--- config.mk ---
export PLATFORM = sky130hd
export DESIGN_NAME = iosys_cmd_engine
export DESIGN_NICKNAME = d
export VERILOG_FILES = /design/src/rtl/iosys_cmd_engine.sv
export SDC_FILE = /design/constraint.sdc
export NUM_CORES = 1
export LEC_CHECK = 0
export ABC_AREA = 0
export BUFFER_PORTS_ARGS = -buffer_cell sky130_fd_sc_hd__buf_2
export CORE_ASPECT_RATIO = 2
export CORE_UTILIZATION = 44
export CTS_CLUSTER_DIAMETER = 60
export DETAILED_ROUTE_END_ITERATION = 8
export GPL_TIMING_DRIVEN = 1
export HOLD_SLACK_MARGIN = 0.12
export PLACE_DENSITY_LB_ADDON = 0.25
export SLEW_MARGIN = 20
export SYNTH_ARGS = -nofsm -noshare
export SYNTH_HDL_FRONTEND = slang
export SYNTH_SLANG_ARGS = --single-unit
--- constraint.sdc ---
create_clock -name clk -period 2.82 [get_ports clk]
set_clock_uncertainty 0.1 [all_clocks]
set_input_delay 0.423 -clock clk [delete_from_list [all_inputs] [get_ports clk]]
set_output_delay 0.423 -clock clk [all_outputs]
set_load 0.01 [all_outputs]
--- src/rtl/iosys_cmd_engine.sv ---
// iosys_cmd_engine
//   Byte-level command engine for the companion-MCU link. It decodes host
//   commands from a UART RX byte strobe and drives ROM loading, the core
//   config word, overlay text writes and USB HID pad state. It also emits
//   framed responses and rate-limited joypad reports on a valid/ready TX
//   byte interface.
//
// Ports
//   clk, resetn              clock, synchronous active-low reset
//   rx_data/rx_valid         received byte, one-cycle strobe
//   tx_data/tx_valid/ready   transmit byte handshake
//   joy_in                   live pad state, pad k at [16k+15:16k]
//   hid_out                  USB HID pad state, same packing
//   core_config              32-bit config word
//   overlay                  OSD enable
//   rom_loading              ROM loading state byte
//   rom_do/rom_do_valid      ROM byte stream
//   char_we/char_x/y/d       overlay text write strobe and payload
//   err_timeout              one-cycle pulse when a command stalls
module iosys_cmd_engine #(
  parameter int unsigned NUM_PADS     = 2,
  parameter int unsigned LEN_BYTES    = 3,
  parameter logic [15:0] CORE_ID      = 16'd1,
  parameter int unsigned COLS         = 32,
  parameter int unsigned JOY_INTERVAL = 1_000_000,
  parameter int unsigned TIMEOUT_CYC  = 2_000_000
) (
  input  logic                  clk,
  input  logic                  resetn,
  input  logic [7:0]            rx_data,
  input  logic                  rx_valid,
  output logic [7:0]            tx_data,
  output logic                  tx_valid,
  input  logic                  tx_ready,
  input  logic [16*NUM_PADS-1:0] joy_in,
  output logic [16*NUM_PADS-1:0] hid_out,
  output logic [31:0]           core_config,
  output logic                  overlay,
  output logic [7:0]            rom_loading,
  output logic [7:0]            rom_do,
  output logic                  rom_do_valid,
  output logic                  char_we,
  output logic [7:0]            char_x,
  output logic [7:0]            char_y,
  output logic [7:0]            char_d,
  output logic                  err_timeout
);

  localparam int unsigned LEN_W = 8 * LEN_BYTES;
  localparam int unsigned TO_W  = $clog2(TIMEOUT_CYC + 1);
  localparam int unsigned JT_W  = $clog2(JOY_INTERVAL + 1);

  localparam logic [TO_W-1:0] TO_LAST    = TO_W'(TIMEOUT_CYC - 1);
  localparam logic [JT_W-1:0] JOY_RELOAD = JT_W'(JOY_INTERVAL);
  localparam logic [3:0]      HID_LAST   = 4'(2 * NUM_PADS - 1);
  localparam logic [3:0]      LEN_LAST   = 4'(LEN_BYTES - 1);
  localparam logic [3:0]      JOY_LAST   = 4'(2 * NUM_PADS);

  typedef enum logic [2:0] {
    RX_IDLE, RX_PARAM, RX_ROM_LEN, RX_ROM_DATA, RX_ROM_SUM
  } rx_state_t;

  typedef enum logic {TX_IDLE, TX_SEND} tx_state_t;

  // RX side
  rx_state_t            r_rx_state, w_rx_next;
  logic [7:0]           r_cmd;
  logic [3:0]           r_cnt;
  logic [23:0]          r_buf;
  logic [LEN_W-1:0]     r_left;
  logic [LEN_W-1:0]     w_len_full;
  logic [7:0]           r_sum;
  logic [TO_W-1:0]      r_to_cnt;
  logic                 w_timeout;
  logic [7:0]           r_cur_x, r_cur_y;

  // Response queue (depth 1)
  logic                 r_resp_pend, r_resp_rom, r_resp_bad;
  logic                 w_resp_set, w_resp_rom, w_resp_bad;

  // TX side
  tx_state_t            r_tx_state, w_tx_next;
  logic                 w_take_resp, w_take_joy;
  logic [7:0]           r_frame [16];
  logic [3:0]           r_tx_idx, r_tx_last;
  logic [16*NUM_PADS-1:0] r_shadow;
  logic [JT_W-1:0]      r_joy_timer;

  // Registered outputs
  logic [16*NUM_PADS-1:0] r_hid;
  logic [31:0]          r_core_config;
  logic                 r_overlay;
  logic [7:0]           r_rom_loading, r_rom_do;
  logic                 r_rom_do_valid, r_char_we, r_err_timeout;
  logic [7:0]           r_char_x, r_char_y, r_char_d;

  // ---------------- RX next state ----------------
  always_comb begin
    w_rx_next  = r_rx_state;
    w_timeout  = 1'b0;
    w_resp_set = 1'b0;
    w_resp_rom = 1'b0;
    w_resp_bad = 1'b0;
    w_len_full = {r_left[LEN_W-9:0], rx_data};
    if (r_rx_state != RX_IDLE && !rx_valid && r_to_cnt == TO_LAST) begin
      w_timeout = 1'b1;
      w_rx_next = RX_IDLE;
    end else if (rx_valid) begin
      case (r_rx_state)
        RX_IDLE: begin
          case (rx_data)
            8'h01: w_resp_set = 1'b1;
            8'h03, 8'h04, 8'h05, 8'h06, 8'h08, 8'h09: w_rx_next = RX_PARAM;
            8'h07: w_rx_next = RX_ROM_LEN;
            default: w_rx_next = RX_IDLE;
          endcase
        end
        RX_PARAM: begin
          case (r_cmd)
            8'h03: if (r_cnt == 4'd3) w_rx_next = RX_IDLE;
            8'h04: if (r_cnt == 4'd1) w_rx_next = RX_IDLE;
            8'h05: if (rx_data == 8'h00) w_rx_next = RX_IDLE;
            8'h09: if (r_cnt == HID_LAST) w_rx_next = RX_IDLE;
            default: w_rx_next = RX_IDLE;
          endcase
        end
        RX_ROM_LEN: begin
          if (r_cnt == LEN_LAST)
            w_rx_next = (w_len_full == '0) ? RX_ROM_SUM : RX_ROM_DATA;
        end
        RX_ROM_DATA: begin
          if (r_left == LEN_W'(1)) w_rx_next = RX_ROM_SUM;
        end
        RX_ROM_SUM: begin
          w_resp_set = 1'b1;
          w_resp_rom = 1'b1;
          w_resp_bad = (rx_data != r_sum);
          w_rx_next  = RX_IDLE;
        end
        default: w_rx_next = RX_IDLE;
      endcase
    end
  end

  // ---------------- RX datapath ----------------
  always_ff @(posedge clk) begin
    if (!resetn) begin
      r_rx_state     <= RX_IDLE;
      r_cmd          <= '0;
      r_cnt          <= '0;
      r_buf          <= '0;
      r_left         <= '0;
      r_sum          <= '0;
      r_to_cnt       <= '0;
      r_cur_x        <= '0;
      r_cur_y        <= '0;
      r_resp_pend    <= 1'b0;
      r_resp_rom     <= 1'b0;
      r_resp_bad     <= 1'b0;
      r_hid          <= '0;
      r_core_config  <= '0;
      r_overlay      <= 1'b1;
      r_rom_loading  <= '0;
      r_rom_do       <= '0;
      r_rom_do_valid <= 1'b0;
      r_char_we      <= 1'b0;
      r_char_x       <= '0;
      r_char_y       <= '0;
      r_char_d       <= '0;
      r_err_timeout  <= 1'b0;
    end else begin
      r_rx_state     <= w_rx_next;
      r_err_timeout  <= w_timeout;
      r_rom_do_valid <= 1'b0;
      r_char_we      <= 1'b0;

      if (r_rx_state == RX_IDLE || rx_valid) r_to_cnt <= '0;
      else                                   r_to_cnt <= r_to_cnt + TO_W'(1);

      // A fresh response overwrites a pending one; TX has already copied
      // anything it is sending, so the frame on the wire is unaffected.
      if (w_resp_set) begin
        r_resp_pend <= 1'b1;
        r_resp_rom  <= w_resp_rom;
        r_resp_bad  <= w_resp_bad;
      end else if (w_take_resp) begin
        r_resp_pend <= 1'b0;
      end

      // Multi-byte fields are staged in r_buf and committed only on the
      // final byte, so a timeout never leaves a half-written register.
      if (rx_valid) begin
        case (r_rx_state)
          RX_IDLE: begin
            r_cmd  <= rx_data;
            r_cnt  <= '0;
            r_sum  <= '0;
            r_left <= '0;
          end
          RX_PARAM: begin
            r_cnt <= r_cnt + 4'd1;
            case (r_cmd)
              8'h03: begin
                r_buf <= {r_buf[15:0], rx_data};
                if (r_cnt == 4'd3) r_core_config <= {r_buf, rx_data};
              end
              8'h04: begin
                if (r_cnt == 4'd0) begin
                  r_buf[7:0] <= rx_data;
                end else begin
                  r_cur_x <= r_buf[7:0];
                  r_cur_y <= rx_data;
                end
              end
              8'h05: begin
                if (rx_data != 8'h00 && 32'(r_cur_x) < COLS) begin
                  r_char_we <= 1'b1;
                  r_char_x  <= r_cur_x;
                  r_char_y  <= r_cur_y;
                  r_char_d  <= rx_data;
                  r_cur_x   <= r_cur_x + 8'd1;
                end
              end
              8'h06: r_rom_loading <= rx_data;
              8'h08: r_overlay     <= rx_data[0];
              8'h09: begin
                if (!r_cnt[0]) begin
                  r_buf[7:0] <= rx_data;
                end else begin
                  for (int unsigned k = 0; k < NUM_PADS; k++) begin
                    if (r_cnt[3:1] == 3'(k)) r_hid[16*k +: 16] <= {rx_data, r_buf[7:0]};
                  end
                end
              end
              default: ;
            endcase
          end
          RX_ROM_LEN: begin
            r_cnt  <= r_cnt + 4'd1;
            r_left <= w_len_full;
          end
          RX_ROM_DATA: begin
            r_rom_do       <= rx_data;
            r_rom_do_valid <= 1'b1;
            r_sum          <= r_sum + rx_data;
            r_left         <= r_left - LEN_W'(1);
          end
          default: ;
        endcase
      end
    end
  end

  // ---------------- TX next state ----------------
  always_comb begin
    w_tx_next   = r_tx_state;
    w_take_resp = 1'b0;
    w_take_joy  = 1'b0;
    case (r_tx_state)
      TX_IDLE: begin
        if (r_resp_pend) begin
          w_take_resp = 1'b1;
          w_tx_next   = TX_SEND;
        end else if (r_joy_timer == '0 && joy_in != r_shadow) begin
          w_take_joy = 1'b1;
          w_tx_next  = TX_SEND;
        end
      end
      TX_SEND: begin
        if (tx_ready && r_tx_idx == r_tx_last) w_tx_next = TX_IDLE;
      end
      default: w_tx_next = TX_IDLE;
    endcase
  end

  // ---------------- TX datapath ----------------
  // The whole frame is captured when TX leaves IDLE, which is what keeps
  // frames atomic against later responses and pad changes.
  always_ff @(posedge clk) begin
    if (!resetn) begin
      r_tx_state  <= TX_IDLE;
      r_tx_idx    <= '0;
      r_tx_last   <= '0;
      r_shadow    <= '1;
      r_joy_timer <= '0;
      for (int unsigned i = 0; i < 16; i++) r_frame[i] <= '0;
    end else begin
      r_tx_state <= w_tx_next;

      if (w_take_joy)              r_joy_timer <= JOY_RELOAD;
      else if (r_joy_timer != '0)  r_joy_timer <= r_joy_timer - JT_W'(1);

      if (w_take_resp) begin
        r_tx_idx   <= '0;
        r_frame[0] <= r_resp_rom ? 8'h33 : 8'h11;
        r_frame[1] <= r_resp_rom ? {7'd0, r_resp_bad} : CORE_ID[7:0];
        r_frame[2] <= CORE_ID[15:8];
        r_tx_last  <= r_resp_rom ? 4'd1 : 4'd2;
      end else if (w_take_joy) begin
        r_tx_idx   <= '0;
        r_frame[0] <= 8'h01;
        for (int unsigned k = 0; k < NUM_PADS; k++) begin
          r_frame[1 + 2*k] <= joy_in[16*k +: 8];
          r_frame[2 + 2*k] <= joy_in[16*k + 8 +: 8];
        end
        r_tx_last  <= JOY_LAST;
        r_shadow   <= joy_in;
      end else if (r_tx_state == TX_SEND && tx_ready && r_tx_idx != r_tx_last) begin
        r_tx_idx <= r_tx_idx + 4'd1;
      end
    end
  end

  assign tx_valid     = (r_tx_state == TX_SEND);
  assign tx_data      = tx_valid ? r_frame[r_tx_idx] : '0;
  assign hid_out      = r_hid;
  assign core_config  = r_core_config;
  assign overlay      = r_overlay;
  assign rom_loading  = r_rom_loading;
  assign rom_do       = r_rom_do;
  assign rom_do_valid = r_rom_do_valid;
  assign char_we      = r_char_we;
  assign char_x       = r_char_x;
  assign char_y       = r_char_y;
  assign char_d       = r_char_d;
  assign err_timeout  = r_err_timeout;

endmodule

==> summary.md <==
| Metric | Value |
|---|---|
| Clk slew on worst S/H paths | roughly 0.07 ns |
| Largest net degree at the start of global routing | 84 |
| Crit path max fanout | 6 |
| Synth cell types | 80 |
| Final ANT Viol Nets | 0 |
| #FFs+latches synth | 318 |
| Cells after DPL | 2,105 |
| CTS tree | done |
| Die Ht | 253 µm |
| Slowest cell on crit path | dfxtp_2 |
| Worst reg2reg path depth | 9 |
| Hold Crit Start | rx_valid |
| Via count of the first global-routing pass | 11,600 |
| DP HPWL | 26,900 µm |
| RePlAce Congestion | 0.877 |
| Final min period | roughly 2.7 ns |
| Max cap viols | 0 |
| Detailed Routing Iterations Pass 1 | 5 |
| Lkg Pwr | about 6.8 nW |
| Hold Path End | r_rx_state[0] |
| Fin. Hold Viols | 0 |
| P per Cell Area | around 670 nW/µm² |
| Drt total wl | 38,200 µm |
| First-pass GRT wire length | 60,700 µm |
| Crit end category | output port |
| Crit path launch type | register |
| Slew @ Worst Pin | 0.893 ns |
| Avg WL per Cell | 17.4 µm |
| Worst R2R End | r_frame[1][4] |
| # nets final | 1,814 |
| Total core area | 30,900 µm² |
| CP Cell Sequence | mux2_2, a22oi_1, nor2_1, a21oi_1, nor2_1, buf_2 |
| Fmax | 366 MHz |
| Status | finished, final reports clean |
| TNS Setup | 0 ns |
| Max stage delay on crit path | 0.48 ns |
| Total track usage | about a quarter |
| Met2 wire length | 20,900 µm |
| Hold WC Path Type | in2reg |
| Area delta synth->final | 20.3% |
| Final cell count without fillers | approximately 2,200 |
| Setup bufs post-CTS | 0 |
| WS Path Type | reg2out |
| Worst Hold Depth | 3 |
| Post-synthesis cell count | 1,554 |
| Top layer in use | met5 |
| Data arrival time of the critical path | 2.21 ns |
| RR Startpoint | r_joy_timer[0] |
| Synth warn | 0 |
| I/O pin count | 161 |
| Cell family with most CP delay | compound AO/OA/AOI/OAI gates |
| CTS max path bufs | 3 |
| RSZ-0062 raised after global routing | false |
| Share of cells above drive strength 1 | around 17% |
| Fin crit share | approximately 97% |
| Initial antenna violation count | 1 |
| M1 wire length | between 10,000 and 15,000 µm |
| GR Overflow Total | 0 |
| Met3 wire length | 1430 µm |
| Die Wd | 127 µm |
| FFs w/ async S/R, synth | 0% |
| Post-synthesis sequential area ratio | between 40% and 50% |
| Syn_nets | 1,617 |
| Number of enable flip-flop cells after synthesis | 34 |
| Root buf cell | clkbuf_16 |
| # H-tree levels | 1 |
| Max-slew violations | 0 |
| Vias | between 10,000 and 15,000 |
| Full die area | 32,200 µm² |
| CP bufs+invs | 1 |
| Skew-Pair Late Insertion Delay | 0.56 ns |
| Syn avg cell area | 8.90 µm² |
| Critical path required time | around 2.3 ns |
| Most common cell on crit path | nor2_1 |
| Initial Utilization | between 40% and 50% |
| Worst R2R Setup Slack | approximately 0.36 ns |
| Num CTS Buffers | 28 |
| Number of diodes | 0 |
| Via density per instance | 5.36 |
| Residual DRC | 0 |
| PortBufs | 160 |
| Worst relative slew slack | around two fifths |
| Clk sinks | between 300 and 400 |
| 1st-iter DRT viols | between 700 and 800 |
| Final setup vio count | 0 |
| Std cell rows | 91 |
| Mapped Area | 13,800 µm² |
| Synth Flop Type | dfxtp_1 |
| Worst-case vdd ir drop | 540 µV |
where the power goes:
group / internal, mW / total [mW] / switching [mW]
clock network: 2.18 / 3.92 / 1.74
registers: 4.99 / 5.25 / 0.262
logic: 0.876 / 1.95 / 1.08
cell usage after synthesis (all sizes together), types with 18 or more instances:
library cell	number	area [µm²]
dfxtp	284	5690
nand2	268	1010
nor2	189	714
a21oi	133	666
mux2i	91	911
clkbuf	74	280
xor2	57	499
o21ai	39	195
and2	38	238
edfxtp	34	1020
nand3	30	150
nor4	29	203
nor3	28	151
a22oi	24	180
xnor2	23	201
ha	18	225
sequential cells by signal, indices dropped and copies added, names as in the netlist, 3 cells and up, named ones only:
signal / flops
r_frame: 35
r_shadow: 32
r_buf: 24
rom_do: 8
char_d: 8
rom_loading: 8
char_y: 8
r_cur_y: 8
hid_out: 32
r_tx_idx: 4
r_rx_state: 3
r_cnt: 4
r_to_cnt: 21
r_tx_last: 3
r_joy_timer: 20
r_left: 24
r_sum: 8
core_config: 32
r_cmd: 8
r_cur_x: 8
char_x: 8
area by class of cell:
cell class	count	area, µm²
flip-flops and latches	318	6710
well taps	418	523
repair buffers	257	1690
inverters	15	61.3
clock inverters	12	113
clock buffers	40	837
multi-input cells	1131	6710
fillers	2877	14200
through the flow:
| step | cell area [µm²] | setup slack (ns) | total power, mW | hold WS [ns] | util, % |
|---|---|---|---|---|---|
| floorplan | 13800 | 0.0164 | 6.65 | 0.313 | - |
| global placement | 15300 | 0.164 | 7.21 | 0.325 | 49.7 |
| detailed placement | 15300 | 0.201 | 7.26 | 0.337 | 49.7 |
| CTS | 16600 | 0.0972 | 11.2 | 0.197 | 53.9 |
| global route | 16600 | 0.00383 | 11.6 | 0.263 | 53.9 |
| finish | 16600 | 0.0865 | 11.1 | 0.226 | 53.9 |
repair_timing:
item                       CTS  global route
hold buffers                34             0
gates resized for setup      1             0
setup endpoints to repair    4             0
hold endpoints to repair    61             0
placed cells by master, fill, tap and decap left out, drive strengths merged, types with 6 or more instances in the layout:
| cell | instances |
|---|---|
| mux2 | 6 |
| o211ai | 6 |
| clkinv | 9 |
| clkbuf | 40 |
| and2 | 38 |
| mux2i | 91 |
| edfxtp | 34 |
| nand2 | 268 |
| inv | 16 |
| buf | 223 |
| dlygate4sd3 | 34 |
| nand4 | 13 |
| nor4 | 29 |
| nor3 | 28 |
| or3 | 6 |
| dfxtp | 284 |
| or4 | 8 |
| a22oi | 24 |
| o21ai | 39 |
| nand3 | 30 |
| nor2b | 10 |
| a31oi | 10 |
| nand2b | 9 |
| xor2 | 57 |
| nor2 | 189 |
| a21oi | 133 |
| and3 | 13 |
| o21a | 7 |
| ha | 18 |
| xnor2 | 23 |
kinds of logic (layout without fill, tap and decap cells):
logic type	count (synthesis)	in the layout	share of synthesized area, %
AOI/OAI and AO/OA	265	265	11.6
xor gates and xnor gates	80	80	5.07
adders and majority gates	19	19	1.77
buffers and inverters	105	324	3.18
DFF	318	318	48.5
muxes	101	101	7.73
and+or+nand+nor	666	666	22.1
worst max-delay path by stage:
stage	startpoint	end	slack, ns	cells after the start
after global routing	register	tx_data[3]	0.004	6
after floorplan	r_joy_timer[0]	r_frame[3][0]	0.02	9
after detailed placement	joy_in[0]	r_shadow[20]	0.20	9
final	register	tx_data[3]	0.09	6
after global placement	joy_in[0]	r_frame[2][4]	0.16	9
after CTS	register	tx_data[3]	0.1	6
per-layer routing:
| metal | GRT usage [%] | up-vias |
|---|---|---|
| li1 | - | 5751 |
| met1 | 24.9 | 5567 |
| met2 | 45.9 | 313 |
| met3 | 2.71 | 101 |
| met4 | 12.1 | 2 |
| met5 | 0 | - |
worst min-delay path, cell delays in order:
cell and delay (ns):
buf_2 0.15, o211a_1 0.14, a31oi_1 0.12
No activity file was read; power rests on OpenSTA's default activity.
